**src/rtl/shift_pkg.sv**
```systemverilog
// rtl/shift_pkg.sv - op codes and FSM states shared by shift_unit and shift_step
package shift_pkg;

  typedef enum logic [2:0] {
    OP_CLEAR = 3'b000,
    OP_LOAD  = 3'b001,
    OP_LSR   = 3'b010,
    OP_LSL   = 3'b011,
    OP_ASR   = 3'b100,
    OP_SERIN = 3'b101,
    OP_ROR   = 3'b110,
    OP_ROL   = 3'b111
  } shift_op_t;

  typedef enum logic [1:0] {
    ST_IDLE  = 2'd0,
    ST_SHIFT = 2'd1,
    ST_DONE  = 2'd2
  } shift_state_t;

  function automatic logic is_rotate(shift_op_t op);
    return (op == OP_ROR) || (op == OP_ROL);
  endfunction

endpackage

```
**src/rtl/shift_step.sv**
```systemverilog
// rtl/shift_step.sv - combinational single-step shifter for shift_unit
// Rotates are only implemented when SHIFT_UNIT_ROTATE_EN is defined; otherwise they pass Q through.
module shift_step
  import shift_pkg::*;
#(
  parameter int WIDTH = 8
) (
  input  shift_op_t          i_op,
  input  logic [WIDTH-1:0]   i_q,
  input  logic               i_serial_in,
  output logic [WIDTH-1:0]   o_next
);

  always_comb begin
    o_next = i_q;
    case (i_op)
      OP_LSR:   o_next = {1'b0, i_q[WIDTH-1:1]};
      OP_LSL:   o_next = {i_q[WIDTH-2:0], 1'b0};
      OP_ASR:   o_next = {i_q[WIDTH-1], i_q[WIDTH-1:1]};
      OP_SERIN: o_next = {i_serial_in, i_q[WIDTH-1:1]};
`ifdef SHIFT_UNIT_ROTATE_EN
      OP_ROR:   o_next = {i_q[0], i_q[WIDTH-1:1]};
      OP_ROL:   o_next = {i_q[WIDTH-2:0], i_q[WIDTH-1]};
`endif
      default:  o_next = i_q;
    endcase
  end

endmodule

```
**src/rtl/shift_unit.sv**
```systemverilog
// rtl/shift_unit.sv - multi-cycle shift register unit with valid/ready command and result handshakes
// Optional feature macro: SHIFT_UNIT_ROTATE_EN (rotates enabled; err port removed when defined).
module shift_unit
  import shift_pkg::*;
#(
  parameter int WIDTH = 8,
  parameter int AW    = $clog2(WIDTH)
) (
  input  logic              clk,
  input  logic              rst,
  input  logic              in_valid,
  output logic              in_ready,
  input  logic [2:0]        op,
  input  logic [AW-1:0]     amount,
  input  logic [WIDTH-1:0]  load_data,
  input  logic              serial_in,
  output logic              out_valid,
  input  logic              out_ready,
  output logic [WIDTH-1:0]  out_data,
  output logic [WIDTH-1:0]  q,
  output logic              busy
`ifndef SHIFT_UNIT_ROTATE_EN
  ,
  output logic              err
`endif
);

  localparam logic [AW:0] W_LIMIT = (AW+1)'(WIDTH);

  shift_state_t     r_state, w_state_next;
  shift_op_t        r_op;
  shift_op_t        w_op;
  logic [AW-1:0]    r_cnt;
  logic [AW-1:0]    w_amt;
  logic [WIDTH-1:0] r_q, r_out, w_next;
  logic             w_accept, w_direct, w_rot_unsup;

  assign w_op     = shift_op_t'(op);
  assign w_accept = in_valid && in_ready;
  assign w_amt    = ({1'b0, amount} >= W_LIMIT) ? AW'(WIDTH - 1) : amount;

`ifdef SHIFT_UNIT_ROTATE_EN
  assign w_rot_unsup = 1'b0;
`else
  assign w_rot_unsup = is_rotate(w_op);
`endif

  // Commands that finish without entering SHIFT
  assign w_direct = (w_op == OP_CLEAR) || (w_op == OP_LOAD) || (w_amt == '0) || w_rot_unsup;

  shift_step #(.WIDTH(WIDTH)) u_step (
    .i_op        (r_op),
    .i_q         (r_q),
    .i_serial_in (serial_in),
    .o_next      (w_next)
  );

  always_ff @(posedge clk) begin
    if (rst) r_state <= ST_IDLE;
    else     r_state <= w_state_next;
  end

  always_comb begin
    w_state_next = r_state;
    case (r_state)
      ST_IDLE:  if (w_accept) w_state_next = w_direct ? ST_DONE : ST_SHIFT;
      ST_SHIFT: if (r_cnt == AW'(1)) w_state_next = ST_DONE;
      ST_DONE:  if (out_ready) w_state_next = ST_IDLE;
      default:  w_state_next = ST_IDLE;
    endcase
  end

  always_ff @(posedge clk) begin
    if (rst) begin
      r_q   <= '0;
      r_out <= '0;
      r_cnt <= '0;
      r_op  <= OP_CLEAR;
    end else begin
      case (r_state)
        ST_IDLE: if (w_accept) begin
          case (w_op)
            OP_CLEAR: begin r_q <= '0;        r_out <= '0;        end
            OP_LOAD:  begin r_q <= load_data; r_out <= load_data; end
            default: begin
              r_op  <= w_op;
              r_cnt <= w_direct ? '0 : w_amt;
              if (w_direct) r_out <= r_q;
            end
          endcase
        end
        ST_SHIFT: begin
          r_q   <= w_next;
          r_cnt <= r_cnt - 1'b1;
          if (r_cnt == AW'(1)) r_out <= w_next;
        end
        default: ;
      endcase
    end
  end

`ifndef SHIFT_UNIT_ROTATE_EN
  logic r_err;
  always_ff @(posedge clk) begin
    if (rst)                                 r_err <= 1'b0;
    else if (r_state == ST_IDLE && w_accept) r_err <= w_rot_unsup;
    else if (r_state == ST_DONE && out_ready) r_err <= 1'b0;
  end
  assign err = r_err;
`endif

  assign in_ready  = (r_state == ST_IDLE);
  assign busy      = (r_state != ST_IDLE);
  assign out_valid = (r_state == ST_DONE);
  assign out_data  = r_out;
  assign q         = r_q;

endmodule

```
**config.mk**
```make
export PLATFORM = sky130hd
export DESIGN_NAME = shift_unit
export DESIGN_NICKNAME = d
export VERILOG_FILES = /design/src/rtl/shift_pkg.sv /design/src/rtl/shift_step.sv /design/src/rtl/shift_unit.sv
export SDC_FILE = /design/constraint.sdc
export NUM_CORES = 1
export LEC_CHECK = 0
export CORE_MARGIN = 2
export CORE_UTILIZATION = 53
export CTS_BUF_LIST = sky130_fd_sc_hd__clkbuf_16
export DETAILED_ROUTE_END_ITERATION = 10
export PLACE_DENSITY_LB_ADDON = 0.3
export SLEW_MARGIN = 20
export SYNTH_ARGS = -nofsm -noshare
export SYNTH_HDL_FRONTEND = slang
export SYNTH_SLANG_ARGS = --single-unit
```
**constraint.sdc**
```tcl
create_clock -name clk -period 3.4 [get_ports clk]
set_input_delay 0.68 -clock clk [delete_from_list [all_inputs] [get_ports clk]]
set_output_delay 0.68 -clock clk [all_outputs]
set_load 0.01 [all_outputs]
```
# After elaboration in Yosys (flattened, before gate mapping)
# Index checks and enable logic that the tools add are counted.
dict set report totals {
  wordCells 63
  out_inout_bits 20
  reg_bits 25
  in_bits 19
}
dict set report op_classes {
  n_addsub 1
  bitwise 1
  eq_ne 16
  n_reduce_logical 19
  mux 20
}
# operator count
set ops {}
lappend ops {{case mux 8 bit (2 select lines)} 4}
lappend ops {{2-to-1 mux 8 bit} 4}
lappend ops {{case mux 8 bit (4 select lines)} 1}
lappend ops {{equality test 3 bit (second input constant)} 4}
lappend ops {{AND reduction 3 bit} 4}
lappend ops {{2-to-1 mux 3 bit} 3}
lappend ops {{2-to-1 mux 2 bit} 4}
lappend ops {{equality test 3 x 1 -> 1 bit (second input constant)} 2}
lappend ops {{equality test 3 x 2 -> 1 bit (second input constant)} 2}
lappend ops {{logical NOT 3 bit} 2}
lappend ops {{case mux 2 bit (3 select lines)} 1}
lappend ops {{case mux 3 bit (2 select lines)} 1}
lappend ops {{nonzero test 2 bit} 3}
lappend ops {{logical OR 1 bit} 4}
lappend ops {{!= test 2 x 1 -> 1 bit (second input constant)} 2}
lappend ops {{!= test 2 bit (second input constant)} 2}
lappend ops {{!= test 4 x 1 -> 1 bit (second input constant)} 1}
lappend ops {{AND reduction 4 bit} 1}
lappend ops {{logical AND 1 bit} 3}
lappend ops {{!= test 3 x 1 -> 1 bit (second input constant)} 1}
lappend ops {{subtractor 3 x 1 -> 3 bit (second input constant)} 1}
lappend ops {{equality test 2 x 1 -> 1 bit (second input constant)} 1}
lappend ops {{equality test 2 bit (second input constant)} 1}
lappend ops {{logical NOT 2 bit} 1}
lappend ops {{3 further kinds} 4}

# Logic depth before layout (Yosys ltp)
# Gate-level depths: netlist of run 1.
dict set report logic_depth {
  ltp_word 8
  depth_mapped 7
}

# Cells and area by module
# From an unflattened synthesis of run 1, not the netlist that was laid out.
dict set report hier_totals {
  cells_unflattened 215
  area_unflattened_um2 1764.2
}
# module area_each_um2 instances cells_each
set modules_own_cells {}
lappend modules_own_cells {shift_unit 1405.1 1 165}
lappend modules_own_cells {shift_step 359.1 1 50}

# Worst setup path after synthesis of run 1
# No wires, ideal clock.
dict set report synth_timing {
  path_kind {input to register}
  start {in amount[0]}
  end {reg r_out[6], in the netlist out_data[6]}
  setup_time_ps 140
  path_slack_ps 1551
  arrival_time_ps 1709
  required_ps 3260
  stages 5
  path_buffers 1
  path_cell_list {or3_1 -> a21oi_4 -> or2_1 -> buf_6 -> a311oi_2}
}
dict set report synth_between {
  elab_chain_cells 5
}
# item line
set synth_lines {}
lappend synth_lines {{start: declaration} shift_unit.sv:14} ;# input logic [AW-1:0] amount,
lappend synth_lines {{logical NOT 3 bit} shift_unit.sv:49} ;# assign w_direct = (w_op == OP_CLEAR) || (w_op == OP_LOAD) || (w_amt == '0) || w_rot_unsup;
lappend synth_lines {{logical OR 1 bit (2 in a row)} shift_unit.sv:49}
lappend synth_lines {{!= test 4 x 1 -> 1 bit (no source line)} --}
lappend synth_lines {{AND reduction 4 bit (no source line)} --}
lappend synth_lines {{end signal: assignment} shift_unit.sv:84} ;# OP_LOAD: begin r_q <= load_data; r_out <= load_data; end
lappend synth_lines {{end signal: assignment} shift_unit.sv:88} ;# if (w_direct) r_out <= r_q;
lappend synth_lines {{end signal: assignment} shift_unit.sv:95} ;# if (r_cnt == AW'(1)) r_out <= w_next;
lappend synth_lines {{end: declaration} shift_unit.sv:35} ;# logic [WIDTH-1:0] r_q, r_out, w_next;
# No other way between the ends.
# A chain may end at the register's enable or synchronous reset.

# Worst setup path in the final report of run 1
dict set report layout_timing {
  start {in in_valid}
  end {reg r_out[1], in the netlist out_data[1]}
}
dict set report layout_between {
  elab_chain_cells 3
}
# item line
set layout_lines {}
lappend layout_lines {{start: declaration} shift_unit.sv:11} ;# input logic in_valid,
lappend layout_lines {{logical AND 1 bit} shift_unit.sv:39} ;# assign w_accept = in_valid && in_ready;
lappend layout_lines {{!= test 2 x 1 -> 1 bit (no source line)} --}
lappend layout_lines {{AND reduction 4 bit (no source line)} --}
# No other way between the ends.

==> results of run 1 <==
## metrics by stage
step           cell area, um^2  setup slack, ps  total power [uW]  cells  util (%)
2_1_floorplan             1574             1551             535.0    190         -
3_3_place_gp              1928            787.1             629.0    246     69.32
3_5_place_dp              1928            702.7             639.7    246     69.32
4_1_cts                   2011            980.7             905.6    250     72.29
5_1_grt                   2011            870.6             946.5    250     72.29
6_report                  2011            981.1             905.0    250     72.29
## kinds of logic (layout without fill, tap and decap cells)
kind of cell | Yosys count | in the layout
mux | 12 | 12
compound gates | 55 | 55
xor+xnor | 1 | 1
buf+inv | 21 | 50
fa+ha+maj | 2 | 2
flops | 25 | 25
simple gates | 74 | 74
## area by class of cell
class / instances / area [um^2] / share of cell area, %
multi-input combinational: 144 / 978.4 / 48.66
sequential: 25 / 500.5 / 24.89
timing repair buffer: 38 / 380.4 / 18.92
clock buffer: 3 / 75.07 / 3.734
tap: 31 / 38.79 / 1.929
inverter: 8 / 30.03 / 1.493
clock inverter: 1 / 7.507 / 0.3734
## flip-flops by register name (all words and copies together), names as in the netlist
| signal | flops |
|---|---|
| r_cnt | 3 |
| r_state | 2 |
| r_op | 3 |
| q | 8 |
| err | 1 |
| out_data | 8 |
## metal layers
layer  vias to the layer above  track usage, %  routed length [um]
met1                       715           34.20                1794
met2                        57           38.84                1786
met3                         5           1.978                 235
met4                         0           9.635                  53
met5                         -               0                   0
li1                        758               -                   -
## path summary, 6_finish.rpt
kind / to / cells after the start
hold reg to reg: err / 2
setup / recovery: out_data[1] / 5
setup reg to reg: out_data[1] / 4
hold / removal: err / 2
## worst min-delay path, delay by kind of cell, from the launching register on
kind	cells	cell delay, ps
flops	1	310
compound gates	1	70
simple gates	1	60
## placed cells by master (no fill, tap or decap)
master and instances:
clkdlybuf4s50_1 38, dfxtp_1 25, nor2_1 24, a211oi_1 22
nand2_1 16, mux2i_1 12, nor2b_1 9, inv_1 8
nor3_1 8, a311oi_2 8, a21oi_1 8, o21ai_0 4
a31oi_1 4, nand2b_1 3, clkbuf_16 3, or3b_1 2
and3_1 2, a32oi_1 2, nor3b_1 2, nand3_1 2
ha_1 2, xor2_2 1, or3_1 1, a21oi_4 1
or2_1 1, o21bai_1 1, o311ai_0 1, nand3b_1 1
or3b_2 1, a21oi_2 1, a21o_1 1, nor4bb_1 1
o22ai_1 1, nand4_1 1, a221oi_1 1, clkinvlp_4 1
## power by group
part | total [uW] | leakage, uW | internal, uW | switching [uW]
Combinational | 264 | 0.000396 | 135 | 129
Clock | 268 | 0.0000371 | 160 | 108
Sequential | 373 | 0.000205 | 325 | 47.8
==> results.md, run 1 <==
- Fin crit share: 71.14%
- Setup Total Neg Slack: 0 ps
- Inserted Diodes: 0
- FILL cells: 226
- Share of layout cells above drive strength 1: 7.306%
- Max cap viols: 0
- CTS tree: built
- Initial core utilization: 56.59%
- Largest family of logic cells by synthesized area: compound AO/OA/AOI/OAI gates
- Slowest CP cell: clkdlybuf4s50_1
- Crit Path Category: input pin to flip-flop
- # setup viols final: 0
- RePlAce Congestion: 0.8403
- Root Buffer: clkbuf_16
- Reg clk slew, reported paths: 70 ps
- Worst-path fanout max: 10
- Final hold vios: 0
- Die span in y: 58.50 um
- Hold slack: 496.0 ps
- Post-Synth XOR/XNOR Area: 1.033%
- Post-CTS Hold Buffers: 0
- Vias in the first global route: 1389
- Power Dens Cells: 450.1 nW/um^2
- Leakage: 0.0006380 uW
- Die width: 58.50 um
- Die area: 3422 um^2
- Initial antenna violation count: 0
- H-tree Lvls: 1
- Top-count cell post-synth: dfxtp_1
- Post-synth EDFFs: 0
- Hold Path Origin: err
- Grt total ovfl: 0
- Seq/Total Area, Yosys: 31.80%
- DR pass1 iterations: 4
- CP Launch Point: in_valid
- Synth warn: 0
- Clk buf depth: 2
- Startpoint types: input pin
- Mapped Area: 1574 um^2
- Final Skew: 5.846 ps
- Detail Route Antenna Nets: 0
- Final HPWL DP: 2844 um
- Clock Latency Late Sink: 260 ps
- Drt total wl: 3869 um
- Area growth from synthesis to layout: 27.74%
- Cts bufs inserted: 3
- CP max stage delay: 520 ps
- Compound-Gate Fraction of Synth Area: 28.70%
- Largest delay share family, worst path: simple AND/OR/NAND/NOR gates
- Synth Area in Adders: 1.590%
- Final nets: 241
- Commonest cells in the netlist: dfxtp_1 (25), nor2_1 (24), a211oi_1 (22), nand2_1 (16), mux2i_1 (12)
- RSZ-0062 raised after global routing: no
- Num rows: 19
- Mean area per synthesized cell: 8.284 um^2
- Hold Crit Class: flip-flop to flip-flop
- First-pass GRT wire length: 6486 um
- Syn Inst Count: 190
- Peak supply drop: 0.4838 mV
- Max Clock Freq: 0.4134 GHz
- Final Slew Violations: 0
- # IOs: 39
- Wire per inst: 15.48 um
- Core Region: 2781 um^2
- Vias per cell: 6.140
- Prevailing post-synth register cell: dfxtp_1
- Actual slew at the worst max-slew pin: 1110 ps
- Post-Syn Nets: 211
- Crit path capture type: flip-flop
- Fraction of registers with async set/reset: 0%
- Leading area contributor after synthesis: dfxtp_1
- Synth top area cells: dfxtp_1 (32%), a211oi_1 (10%), mux2i_1 (7.6%)
- Worst slew margin: 25.77%
- Post-synthesis mux area share: 7.631%
- FF+latch count, synth: 25
- Post-route DRC: 0
- Yosys top cell area share: 31.80%
- Port bufs: 38
- Initial DRC count: 65
- Worst Path Arrival: 2520 ps
- CP cell instances: clkdlybuf4s50_1 > or3b_1 > a21oi_4 > or2_1 > a311oi_2
- Tmin final: 2419 ps
- Routed via count: 1535
- Post-CTS Setup Bufs: 0
- Clk sinks: 25
- R2r startpoint: r_state[1]
- Register-to-register setup slack: 1360 ps
- Synth cell types: 38
- CP required: 3500 ps
- Simple-gate share of the synthesized area: 23.21%
- Buf/Inv on CP: 1
- Tot GR Track Use: 24.39%
- Post-cts gate resize count: 0
- Pin count of the biggest net entering global routing: 26
- Outcome: finished clean
Note: power is estimated with default switching activity, not from simulation.
==> run 2: changes to the inputs <==
Settings changed: CORE_UTILIZATION 53 to 44.
Clock period 3.4 ns to 2.14 ns, I/O delays scaled along.
==> run 2 against run 1 <==
Compared with the run above:
- via count up 2.3%
- sequential cell count is the same
- critical path depth is the same
- combinational power grew 77%
- critical path type unchanged
==> results.md, run 2 (synthesized netlist as in run 1, its figures left out) <==
- Cts bufs inserted: 3 (unchanged)
- Total chip power: 1471 uW (+63%)
- Initial core utilization: 46.44% (-10 points)
- CP required: 2250 ps (-1250 ps)
- Most frequent cells in the layout: clkdlybuf4s50_1 (38), dfxtp_1 (24), nor2_1 (23), a211oi_1 (22)
- H-tree Lvls: 1 (unchanged)
- Die width: 63.81 um (+9.1%)
- Die span in y: 63.81 um (+9.1%)
- Post-route DRC: 0 (unchanged)
- Hold Crit Class: flip-flop to flip-flop
- Crit path capture type: flip-flop
- Detail Route Antenna Nets: 0 (unchanged)
- Leakage: 0.0007152 uW (+12%)
- Final nets: 257 (+6.6%)
- Initial antenna violation count: 0 (unchanged)
- # setup viols final: 0 (unchanged)
- Tot GR Track Use: 21.29% (-3.1 points)
- Worst slew margin: 68.16% (+42 points)
- Hold slack: 473.8 ps (-22.25 ps)
- Startpoint types: input pin
- Initial DRC count: 80 (+23%)
- Share of layout cells above drive strength 1: 14.47% (+7.2 points)
- Hold Path Origin: err
- RePlAce Congestion: 0.7884 (-6.2%)
- Outcome: finished clean
- Vias in the first global route: 1422 (+2.4%)
- RSZ-0062 raised after global routing: no
- Setup Total Neg Slack: 0 ps (unchanged)
- Buf/Inv on CP: 1 (unchanged)
- Port bufs: 38 (unchanged)
- Worst Path Arrival: 2110 ps (-410 ps)
- Fin crit share: 93.44%
- # IOs: 39 (unchanged)
- Post-placement cell area: 2067 um^2 (+7.2%)
- Die area: 4072 um^2 (+19%)
- Root Buffer: clkbuf_16
- Max Clock Freq: 0.5001 GHz
- CP max stage delay: 630 ps (+110 ps)
- First-pass GRT wire length: 6982 um (+7.6%)
- Final Util: 63.53% (-8.8 points)
- Area growth from synthesis to layout: 36.80%
- Max cap viols: 0 (unchanged)
- Wire per inst: 14.64 um (-5.4%)
- Final Skew: 1.362 ps (-4.485 ps)
- Peak supply drop: 0.3296 mV (-32%)
- Drt total wl: 4113 um (+6.3%)
- Actual slew at the worst max-slew pin: 474.7 ps (-635.3 ps)
- CTS tree: built
- Num rows: 21 (+2)
- Power Dens Cells: 683.0 nW/um^2 (+52%)
- Reg clk slew, reported paths: 60 ps (about the same)
- Largest delay share family, worst path: compound AO/OA/AOI/OAI gates
- CP cell instances: clkdlybuf4s50_1 > nor2_1 > and3_1 > a211oi_1 > a311oi_2
- Inserted Diodes: 0 (unchanged)
- DR pass1 iterations: 4 (unchanged)
- Core Region: 3390 um^2 (+22%)
- Post-CTS Setup Bufs: 0 (unchanged)
- Final HPWL DP: 2972 um (+4.5%)
- Clock Latency Late Sink: 260 ps (about the same)
- Slowest CP cell: clkdlybuf4s50_1
- Design area: 2153 um^2 (+7.1%)
- Clk sinks: 25 (unchanged)
- Final hold vios: 0 (unchanged)
- Grt total ovfl: 0 (unchanged)
- Commonest non-fill, non-tap cell in the layout: clkdlybuf4s50_1
- Pin count of the biggest net entering global routing: 26 (unchanged)
- Worst-path fanout max: 8 (-2)
- Tmin final: 2000 ps
- Clk buf depth: 2 (unchanged)
- CP Launch Point: op[2]
- Final Slew Violations: 0 (unchanged)
- Vias per cell: 5.591 (-8.9%)
- Crit Path Category: input pin to flip-flop
- Routed via count: 1571 (+2.3%)
- R2r startpoint: r_state[0]
==> run 2: worst min-delay path: stages, from the launching register on <==
cell	delay [ps]
dfxtp_1	310
nand3_1	60
a21oi_1	60
==> run 2: path summary, 6_finish.rpt <==
| kind | end | slack [ps] | depth (start not counted) |
|---|---|---|---|
| max | out_data[6] | 140 | 5 |
| min | err | 470 | 2 |
| max reg2reg | out_data[6] | 340 | 4 |
| min reg2reg | err | 470 | 2 |
==> run 2: through the flow <==
stage | worst slack [ps] | instances
detailed placement | -98.71 | 277
finish | 140.4 | 281
floorplan | 542.6 | 190
global placement | -80.66 | 277
CTS | 51.15 | 281
global route | 55.05 | 281
==> run 2: power by group <==
part | leakage (uW) | internal (uW) | switching (uW)
sequential | 0.000206 | 517 | 67.3
clock | 0.0000371 | 254 | 165
combinational | 0.000472 | 244 | 223
total | 0.000715 | 1020 | 455
==> run 2: final cells by class <==
class	count	area [um^2]
multi-input cells	144	980.9
clock buffers	3	75.07
fillers	302	1236
clock inverters	1	7.507
well taps	46	57.56
flip-flops and latches	25	501.7
repair buffers	54	500.5
inverters	8	30.03
==> run 2: per-layer routing <==
metal | GRT usage [%] | routed length (um) | part of all wire, % | vias up
met3 | 2.993 | 190 | 4.6 | 6
met1 | 30.52 | 1989 | 48 | 728
met4 | 6.522 | 53 | 1.3 | 0
met2 | 32.94 | 1880 | 46 | 49
met5 | 0 | 0 | 0 | -
li1 | - | - | - | 788
==> run 2: what timing repair did <==
| item | CTS | global route |
|---|---|---|
| resized for setup | 0 | 2 |
| hold buffers | 0 | 0 |
| setup endpoints to repair | 0 | 6 |
